<file path="src/rtl/pipeline_pkg.sv">
`default_nettype none
// ============================================================================
// Module   : pipeline_pkg
// Brief    : Shared RV32I pipeline types: NOP encoding, fetch FSM states and
//            the IF/ID register layout.
// Revision : 1.0 - initial release
// ============================================================================
package pipeline_pkg;

   localparam logic [31:0] NOP_INST = 32'h0000_0013;

   typedef enum logic [0:0] {
      RUN   = 1'b0,
      DRAIN = 1'b1
   } fetch_state_e;

   typedef struct packed {
      logic [31:0] inst;
      logic [31:0] pc;
      logic        valid;
   } if_id_t;

endpackage
`default_nettype wire

</file>
<file path="src/rtl/fetch_stage_if.sv">
`default_nettype none
// ============================================================================
// Module   : fetch_stage_if
// Brief    : Instruction-memory req/gnt/rvalid bus between fetch and memory.
// Revision : 1.0 - initial release
// ============================================================================
interface fetch_stage_if;
   logic        o_imem_req;
   logic [31:0] o_imem_addr;
   logic        i_imem_gnt;
   logic        i_imem_rvalid;
   logic [31:0] i_imem_rdata;

   modport master (
      output o_imem_req, o_imem_addr,
      input  i_imem_gnt, i_imem_rvalid, i_imem_rdata
   );

   modport slave (
      input  o_imem_req, o_imem_addr,
      output i_imem_gnt, i_imem_rvalid, i_imem_rdata
   );
endinterface
`default_nettype wire

</file>
<file path="src/rtl/fetch_fifo.sv">
`default_nettype none
// ============================================================================
// Module   : fetch_fifo
// Brief    : Synchronous FIFO with push, pop, synchronous clear and occupancy.
// Revision : 1.0 - initial release
// ============================================================================
module fetch_fifo #(
   parameter  int DEPTH = 2,
   parameter  int WIDTH = 32,
   localparam int AW    = $clog2(DEPTH),
   localparam int CW    = AW + 1
) (
   input  wire logic             i_clk,
   input  wire logic             i_rst,
   input  wire logic             i_clr,
   input  wire logic             i_push,
   input  wire logic             i_pop,
   input  wire logic [WIDTH-1:0] i_data,
   output logic      [WIDTH-1:0] o_data,
   output logic      [CW-1:0]    o_count
);

   logic [WIDTH-1:0] r_mem [DEPTH];
   logic [AW-1:0]    r_rd_ptr;
   logic [AW-1:0]    r_wr_ptr;
   logic [CW-1:0]    r_count;
   logic             w_do_push;
   logic             w_do_pop;

   assign w_do_push = i_push && (r_count != CW'(DEPTH));
   assign w_do_pop  = i_pop && (r_count != '0);

   // DEPTH is a power of two, so the pointers wrap on their own.
   always_ff @(posedge i_clk) begin
      if (i_rst || i_clr) begin
         r_rd_ptr <= '0;
         r_wr_ptr <= '0;
         r_count  <= '0;
      end else begin
         if (w_do_push) r_wr_ptr <= r_wr_ptr + 1'b1;
         if (w_do_pop)  r_rd_ptr <= r_rd_ptr + 1'b1;
         r_count <= r_count + CW'(w_do_push) - CW'(w_do_pop);
      end
   end

   always_ff @(posedge i_clk) begin
      if (w_do_push) r_mem[r_wr_ptr] <= i_data;
   end

   assign o_data  = r_mem[r_rd_ptr];
   assign o_count = r_count;

endmodule
`default_nettype wire

</file>
<file path="src/rtl/fetch_stage.sv">
`default_nettype none
// ============================================================================
// Module   : fetch_stage
// Brief    : RV32I instruction fetch: PC, credit-limited imem requests, fetch
//            buffer and IF/ID register with stall/flush handling.
// Revision : 1.0 - initial release
// ============================================================================
module fetch_stage
   import pipeline_pkg::*;
#(
   parameter logic [31:0] RESET_PC   = 32'h0000_0000,
   parameter int          FIFO_DEPTH = 2
) (
   input  wire logic        i_clk,
   input  wire logic        i_rst,
   input  wire logic        i_stall,
   input  wire logic        i_flush,
   input  wire logic [31:0] i_redirect_pc,
   fetch_stage_if.master    imem,
   output logic      [31:0] o_ID_inst,
   output logic      [31:0] o_ID_pc,
   output logic             o_ID_valid
);

   localparam int CW = $clog2(FIFO_DEPTH) + 1;

   logic [31:0]  r_pc_q;
   logic [CW-1:0] r_out_cnt;
   logic [CW-1:0] r_drop_cnt;
   fetch_state_e r_state;
   if_id_t       r_if_id;

   logic [CW-1:0] w_fifo_count;
   logic [CW-1:0] w_pc_count;
   logic [CW-1:0] w_flush_drop;
   logic [63:0]   w_fifo_head;
   logic [31:0]   w_resp_pc;
   logic          w_req, w_grant, w_rvalid, w_live, w_load;
   logic          w_fifo_empty, w_pop, w_bypass, w_push;

   assign w_req    = !i_rst && !i_flush &&
                     ((r_out_cnt + w_fifo_count) < CW'(FIFO_DEPTH));
   assign w_grant  = w_req && imem.i_imem_gnt;
   assign w_rvalid = imem.i_imem_rvalid;

   // A response landing in a flush cycle belongs to the wrong path.
   assign w_live       = w_rvalid && (r_drop_cnt == '0) && !i_flush;
   assign w_load       = !i_stall || !r_if_id.valid;
   assign w_fifo_empty = (w_fifo_count == '0);
   assign w_pop        = !i_flush && w_load && !w_fifo_empty;
   assign w_bypass     = !i_flush && w_load && w_fifo_empty && w_live;
   assign w_push       = w_live && !w_bypass;
   assign w_flush_drop = r_out_cnt - CW'(w_rvalid);

   fetch_fifo #(.DEPTH(FIFO_DEPTH), .WIDTH(32)) u_pc_fifo (
      .i_clk   (i_clk),
      .i_rst   (i_rst),
      .i_clr   (1'b0),
      .i_push  (w_grant),
      .i_pop   (w_rvalid && (w_pc_count != '0)),
      .i_data  (r_pc_q),
      .o_data  (w_resp_pc),
      .o_count (w_pc_count)
   );

   fetch_fifo #(.DEPTH(FIFO_DEPTH), .WIDTH(64)) u_inst_fifo (
      .i_clk   (i_clk),
      .i_rst   (i_rst),
      .i_clr   (i_flush),
      .i_push  (w_push),
      .i_pop   (w_pop),
      .i_data  ({w_resp_pc, imem.i_imem_rdata}),
      .o_data  (w_fifo_head),
      .o_count (w_fifo_count)
   );

   always_ff @(posedge i_clk) begin
      if (i_rst) begin
         r_pc_q        <= RESET_PC;
         r_out_cnt     <= '0;
         r_drop_cnt    <= '0;
         r_state       <= RUN;
         r_if_id.inst  <= NOP_INST;
         r_if_id.pc    <= '0;
         r_if_id.valid <= 1'b0;
      end else begin
         assert (!(w_rvalid && (r_out_cnt == '0)));
         r_out_cnt <= r_out_cnt + CW'(w_grant) - CW'(w_rvalid);
         if (i_flush) begin
            r_pc_q        <= i_redirect_pc & ~32'h3;
            r_drop_cnt    <= w_flush_drop;
            r_state       <= (w_flush_drop != '0) ? DRAIN : RUN;
            r_if_id.inst  <= NOP_INST;
            r_if_id.valid <= 1'b0;
         end else begin
            if (w_grant) r_pc_q <= r_pc_q + 32'd4;
            if ((r_state == DRAIN) && w_rvalid) begin
               r_drop_cnt <= r_drop_cnt - 1'b1;
               if (r_drop_cnt == CW'(1)) r_state <= RUN;
            end
            if (w_load) begin
               if (w_pop) begin
                  r_if_id.pc    <= w_fifo_head[63:32];
                  r_if_id.inst  <= w_fifo_head[31:0];
                  r_if_id.valid <= 1'b1;
               end else if (w_bypass) begin
                  r_if_id.pc    <= w_resp_pc;
                  r_if_id.inst  <= imem.i_imem_rdata;
                  r_if_id.valid <= 1'b1;
               end else begin
                  r_if_id.inst  <= NOP_INST;
                  r_if_id.valid <= 1'b0;
               end
            end
         end
      end
   end

   assign imem.o_imem_req  = w_req;
   assign imem.o_imem_addr = r_pc_q;
   assign o_ID_inst        = r_if_id.inst;
   assign o_ID_pc          = r_if_id.pc;
   assign o_ID_valid       = r_if_id.valid;

endmodule
`default_nettype wire
</file>
<file path="src/flat_wrapper.sv">
// flat-port wrapper written by rule: the top's interface ports become plain ports
module fetch_stage_flat import pipeline_pkg::*;
#(
   parameter logic [31:0] RESET_PC   = 32'h0000_0000,
   parameter int          FIFO_DEPTH = 2
)
  (i_clk, i_rst, i_stall, i_flush, i_redirect_pc, o_ID_inst, o_ID_pc, o_ID_valid, imem_o_imem_req, imem_o_imem_addr, imem_i_imem_gnt, imem_i_imem_rvalid, imem_i_imem_rdata);
  fetch_stage_if imem_i ();
  input  wire logic i_clk;
  input  wire logic i_rst;
  input  wire logic i_stall;
  input  wire logic i_flush;
  input  wire logic [31:0] i_redirect_pc;
  output logic      [31:0] o_ID_inst;
  output logic      [31:0] o_ID_pc;
  output logic o_ID_valid;
  output wire logic [$bits(imem_i.o_imem_req)-1:0] imem_o_imem_req;
  output wire logic [$bits(imem_i.o_imem_addr)-1:0] imem_o_imem_addr;
  input wire logic [$bits(imem_i.i_imem_gnt)-1:0] imem_i_imem_gnt;
  input wire logic [$bits(imem_i.i_imem_rvalid)-1:0] imem_i_imem_rvalid;
  input wire logic [$bits(imem_i.i_imem_rdata)-1:0] imem_i_imem_rdata;
  assign imem_o_imem_req = imem_i.o_imem_req;
  assign imem_o_imem_addr = imem_i.o_imem_addr;
  assign imem_i.i_imem_gnt = imem_i_imem_gnt;
  assign imem_i.i_imem_rvalid = imem_i_imem_rvalid;
  assign imem_i.i_imem_rdata = imem_i_imem_rdata;
  fetch_stage #(.RESET_PC(RESET_PC), .FIFO_DEPTH(FIFO_DEPTH)) u_core (.i_clk(i_clk), .i_rst(i_rst), .i_stall(i_stall), .i_flush(i_flush), .i_redirect_pc(i_redirect_pc), .imem(imem_i), .o_ID_inst(o_ID_inst), .o_ID_pc(o_ID_pc), .o_ID_valid(o_ID_valid));
endmodule
</file>
<file path="config.mk">
export PLATFORM = sky130hd
export DESIGN_NAME = fetch_stage_flat
export DESIGN_NICKNAME = d
export VERILOG_FILES = /design/src/rtl/pipeline_pkg.sv /design/src/rtl/fetch_stage_if.sv /design/src/rtl/fetch_fifo.sv /design/src/rtl/fetch_stage.sv /design/src/flat_wrapper.sv
export SDC_FILE = /design/constraint.sdc
export NUM_CORES = 1
export LEC_CHECK = 0
export ABC_AREA = 0
export ABC_CLOCK_PERIOD_IN_PS = 3860
export CAP_MARGIN = 20
export CORE_MARGIN = 3
export CORE_UTILIZATION = 51
export CTS_BUF_LIST = sky130_fd_sc_hd__clkbuf_2 sky130_fd_sc_hd__clkbuf_4 sky130_fd_sc_hd__clkbuf_8
export CTS_CLUSTER_DIAMETER = 30
export DETAILED_ROUTE_END_ITERATION = 10
export PLACE_DENSITY = 0.79
export SKIP_LAST_GASP = 1
export SYNTH_ARGS = -nofsm -noshare
export SYNTH_HDL_FRONTEND = slang
export SYNTH_SLANG_ARGS = --single-unit
</file>
<file path="constraint.sdc">
create_clock -name i_clk -period 3.86 [get_ports i_clk]
set_clock_uncertainty 0.1 [all_clocks]
set_input_delay 0.386 -clock i_clk [delete_from_list [all_inputs] [get_ports i_clk]]
set_output_delay 0.386 -clock i_clk [all_outputs]
set_load 0.02 [all_outputs]
</file>
==> Implementation_results.wiki <==
{| class="wikitable"
! Metric !! Value
|-
| Cell at the root of the clock tree || sky130_fd_sc_hd__clkbuf_8
|-
| Average footprint of a synthesized cell || 13.5 um^2
|-
| Antenna diode count || 0
|-
| Async set-or-reset flop fraction in the synthesized netlist || 0%
|-
| Initial core utilization || 53.0%
|-
| Full die area || 25000 um^2
|-
| RSZ-0062 raised after global routing || no
|-
| Vertical die dimension || 158 um
|-
| Number of hold buffers added after cts || 0
|-
| Area of the core || 22200 um^2
|-
| Number of global-route vias before repair || 8029
|-
| Relative slew slack || 29.2%
|-
| Critical R2R Launch || u_core.u_inst_fifo.o_count[1]
|-
| Worst slack on hold paths || 0.161 ns
|-
| Slew at the pin closest to its max-slew limit || 1.06 ns
|-
| CP Capture Type || primary output
|-
| Largest stage delay, worst path || 0.65 ns
|-
| Number of hold violations in the final report || 0
|-
| Startpoint of the most critical hold path || i_rst
|-
| Placer congestion estimate || 0.779
|-
| Area of the mapped netlist || 11800 um^2
|-
| Global route overflow || 0
|-
| Beginning of the critical path || i_flush
|-
| Share of final-layout standard cells stronger than drive strength 1 || 21.4%
|-
| Flip-flop cell with the highest count after synthesis || sky130_fd_sc_hd__edfxtp_1
|-
| Crit path launch type || input pin
|-
| Maximum capacitance violations || 0
|-
| Period utilisation layout || 71.4%
|-
| First-pass GRT wire length || 41100 um
|-
| Quantity of I/O buffers inserted on ports || 161
|-
| Maximum level of the CTS H-tree || 2
|-
| Synthesis warning total || 0
|-
| Die Width || 158 um
|-
| Pre-CTS worst setup slack || 0.853 ns
|-
| Setup TNS after final layout || 0 ns
|-
| Final-stage net count || 1135
|-
| Result of the run || finished clean
|-
| Leak Pwr || 0.00506 uW
|-
| Final setup violating endpoints || 0
|-
| Number of DRC markers after the initial detailed-route iteration || 598
|-
| Worst setup path class || input pin to primary output
|-
| Total Wirelength || 26300 um
|-
| DRC violation count after routing || 0
|-
| Cell Chain, Critical Path || clkdlybuf4s50_1 > buf_4 > or2_2 > nor2_1 > clkdlybuf4s50_1
|-
| Achievable clock frequency || 363 MHz
|-
| Clock latency at the later pin of the worst-skew pair || 0.57 ns
|-
| Cell count after synthesis || 876
|-
| Clock transition at the register clock pins on the worst setup and hold paths after CTS || 0.06 ns
|-
| Maximum VDD drop || 0.240 mV
|-
| Maximum fanout count along the critical path || 12
|-
| Rows || 54
|-
| Antenna violations before repair || 0
|-
| Arrival time at the worst endpoint || 2.27 ns
|-
| Number of distinct standard cells referenced by the synthesized netlist || 48
|-
| WP data required || 3.37 ns
|-
| Synth-to-Final Area Change || 26.5%
|-
| Number of enable flip-flop cells after synthesis || 184
|-
| Setup fix buffers added after clock tree synthesis || 0
|-
| TritonCTS clock tree || built
|-
| Vias || 7837
|-
| Critical Path Most Common Cell || sky130_fd_sc_hd__clkdlybuf4s50_1
|-
| Final design area excluding fillers || 14900 um^2
|-
| Total routing resource utilization after global routing || 20.6%
|-
| TritonCTS Buffers || 53
|-
| Hpwl dp || 16200 um
|-
| Cell area reported after detailed placement || 13700 um^2
|-
| Max Slew Vio Count || 0
|-
| Final Worst Setup Slack || 1.11 ns
|-
| FF+latch count, synth || 292
|-
| Pin count of the biggest net entering global routing || 64
|-
| Maximum clock path buffer count || 3
|-
| Top-level I/O count || 168
|-
| Number of clock sinks || 292
|-
| Remaining number of nets flagged by the antenna check after routing || 0
|-
| Path class of the lowest-slack min-delay path || input pin to register
|-
| Fraction of the yosys area taken by sequential cells || 65.2%
|-
| Slowest stage cell on the critical path || sky130_fd_sc_hd__clkdlybuf4s50_1
|-
| Vias per cell || 5.67
|-
| Min Tclk post-route || 2.75 ns
|-
| First-pass iteration count of the detailed router || 5
|-
| CTS-repair resized insts || 0
|-
| Pwr/cell area || 511 nW/um^2
|-
| Wire length per cell || 19.0 um
|}
## sequential cells by signal, summed over array words and instances, names as in the netlist, named ones only
name                         count
u_core.o_ID_pc                  30
u_core.u_pc_fifo.o_count         2
u_core.u_inst_fifo.r_wr_ptr      1
u_core.o_ID_valid                1
u_core.u_inst_fifo.r_mem       124
u_core.r_drop_cnt                2
u_core.o_ID_inst                32
u_core.u_pc_fifo.r_wr_ptr        1
u_core.u_inst_fifo.r_rd_ptr      1
u_core.u_inst_fifo.o_count       2
u_core.r_out_cnt                 2
u_core.imem.o_imem_addr         30
u_core.u_pc_fifo.r_rd_ptr        1
u_core.u_pc_fifo.r_mem          60
u_core.r_state                   1
## per-layer routing
metal	vias up	part of all wire (%)	track usage (%)
met1	3866	43	27.1
li1	3632	-	-
met5	-	0	0
met3	40	7.2	4.48
met2	299	48	34.3
met4	0	1.7	6.64
## Yosys cell counts (2+ instances only)
| master | number | area share (%) |
|---|---|---|
| sky130_fd_sc_hd__xor2_1 | 6 | 0.45 |
| sky130_fd_sc_hd__nor2_1 | 133 | 4.2 |
| sky130_fd_sc_hd__buf_6 | 4 | 0.38 |
| sky130_fd_sc_hd__a222oi_1 | 28 | 2.4 |
| sky130_fd_sc_hd__and4_1 | 5 | 0.37 |
| sky130_fd_sc_hd__clkbuf_1 | 37 | 1.2 |
| sky130_fd_sc_hd__a211oi_1 | 21 | 1.3 |
| sky130_fd_sc_hd__inv_1 | 14 | 0.45 |
| sky130_fd_sc_hd__nor2b_1 | 2 | 0.11 |
| sky130_fd_sc_hd__a21oi_1 | 40 | 1.7 |
| sky130_fd_sc_hd__nor3_2 | 2 | 0.17 |
| sky130_fd_sc_hd__nand4_1 | 8 | 0.42 |
| sky130_fd_sc_hd__buf_4 | 5 | 0.32 |
| sky130_fd_sc_hd__xnor2_1 | 29 | 2.2 |
| sky130_fd_sc_hd__mux2i_1 | 35 | 3.0 |
| sky130_fd_sc_hd__nand3_1 | 10 | 0.42 |
| sky130_fd_sc_hd__buf_2 | 7 | 0.30 |
| sky130_fd_sc_hd__mux2_2 | 89 | 8.5 |
| sky130_fd_sc_hd__and2_1 | 5 | 0.27 |
| sky130_fd_sc_hd__o221ai_1 | 3 | 0.22 |
| sky130_fd_sc_hd__nor3_1 | 7 | 0.30 |
| sky130_fd_sc_hd__nand2_1 | 29 | 0.92 |
| sky130_fd_sc_hd__a31oi_1 | 2 | 0.11 |
| sky130_fd_sc_hd__a311oi_1 | 4 | 0.30 |
| sky130_fd_sc_hd__ha_1 | 9 | 0.96 |
| sky130_fd_sc_hd__o21ai_1 | 2 | 0.085 |
| sky130_fd_sc_hd__mux2_1 | 3 | 0.29 |
| sky130_fd_sc_hd__buf_1 | 5 | 0.16 |
| sky130_fd_sc_hd__nand4_2 | 2 | 0.21 |
| sky130_fd_sc_hd__nor4_2 | 13 | 1.4 |
| sky130_fd_sc_hd__and3_1 | 3 | 0.16 |
| sky130_fd_sc_hd__o21bai_1 | 6 | 0.38 |
| sky130_fd_sc_hd__dfxtp_1 | 108 | 18 |
| sky130_fd_sc_hd__or3_1 | 3 | 0.16 |
| sky130_fd_sc_hd__edfxtp_1 | 184 | 47 |
## cells by family (layout without fill, tap and decap cells)
group / count (synthesis) / after routing / share of synthesized area (%)
multiplexers: 127 / 127 / 11.8
buffers and inverters: 73 / 295 / 2.84
adder cells (fa/ha/maj): 9 / 9 / 0.956
AND/OR/NAND/NOR: 227 / 227 / 9.57
flip-flops: 292 / 292 / 65.2
XOR/XNOR: 36 / 36 / 2.74
AO/OA/AOI/OAI: 111 / 111 / 6.86
other: 1 / 4 / 0.0318
## placed cells by master, fill, tap and decap left out, types with 4 or more instances in the layout
cell type / synthesis / final
sky130_fd_sc_hd__nor4_2: 13 / 13
sky130_fd_sc_hd__and4_1: 5 / 5
sky130_fd_sc_hd__xnor2_1: 29 / 29
sky130_fd_sc_hd__buf_4: 5 / 17
sky130_fd_sc_hd__a222oi_1: 28 / 28
sky130_fd_sc_hd__clkdlybuf4s50_1: 0 / 160
sky130_fd_sc_hd__clkbuf_4: 0 / 19
sky130_fd_sc_hd__mux2i_1: 35 / 34
sky130_fd_sc_hd__nand4_1: 8 / 8
sky130_fd_sc_hd__xor2_1: 6 / 6
sky130_fd_sc_hd__nor2_1: 133 / 129
sky130_fd_sc_hd__dfxtp_1: 108 / 107
sky130_fd_sc_hd__o21bai_1: 6 / 6
sky130_fd_sc_hd__bufinv_16: 0 / 5
sky130_fd_sc_hd__a211oi_1: 21 / 21
sky130_fd_sc_hd__and2_1: 5 / 5
sky130_fd_sc_hd__edfxtp_1: 184 / 184
sky130_fd_sc_hd__clkbuf_8: 0 / 60
sky130_fd_sc_hd__a311oi_1: 4 / 4
sky130_fd_sc_hd__ha_1: 9 / 9
sky130_fd_sc_hd__inv_1: 14 / 14
sky130_fd_sc_hd__clkinv_2: 0 / 8
sky130_fd_sc_hd__nand2_1: 29 / 29
sky130_fd_sc_hd__nand3_1: 10 / 10
sky130_fd_sc_hd__mux2_2: 89 / 89
sky130_fd_sc_hd__conb_1: 1 / 4
sky130_fd_sc_hd__a21oi_1: 40 / 40
sky130_fd_sc_hd__nor3_1: 7 / 6
## path summary, 6_finish.rpt
check	cells past startpoint	slack, ns	endpoint
min reg2reg	2	0.42	u_core.o_ID_inst[26]
min	2	0.16	u_core.r_out_cnt[0]
max	5	1.11	imem_o_imem_req
max reg2reg	6	1.35	u_core.imem.o_imem_addr[19]
## metrics by stage
step	cells	util (%)	total power, uW
after global routing	1381	67.0	7910
after detailed placement	1281	61.6	4470
after floorplan	879	-	4130
final	1381	67.0	7620
after CTS	1381	67.0	7680
after global placement	1281	61.6	4440
## power breakdown
part / leakage, uW / internal, uW / switching [uW]
sequential: 0.00255 / 3470 / 110
combinational: 0.00187 / 409 / 428
clock: 0.000640 / 1960 / 1250
total: 0.00506 / 5830 / 1790
## cell type report
cell class	instances	area, um^2
clock inverters	21	245
flip-flops and latches	292	7690
clock buffers	79	968
fillers	1579	7330
inverters	15	58.8
well taps	280	350
repair buffers	180	1770
multi-input cells	514	3810
## critical path, delay by kind of cell
kind | cells | cell delay [ns]
buffers and inverters | 3 | 1.40
AND/OR/NAND/NOR | 2 | 0.48
Note: power is estimated with default switching activity, not from simulation.
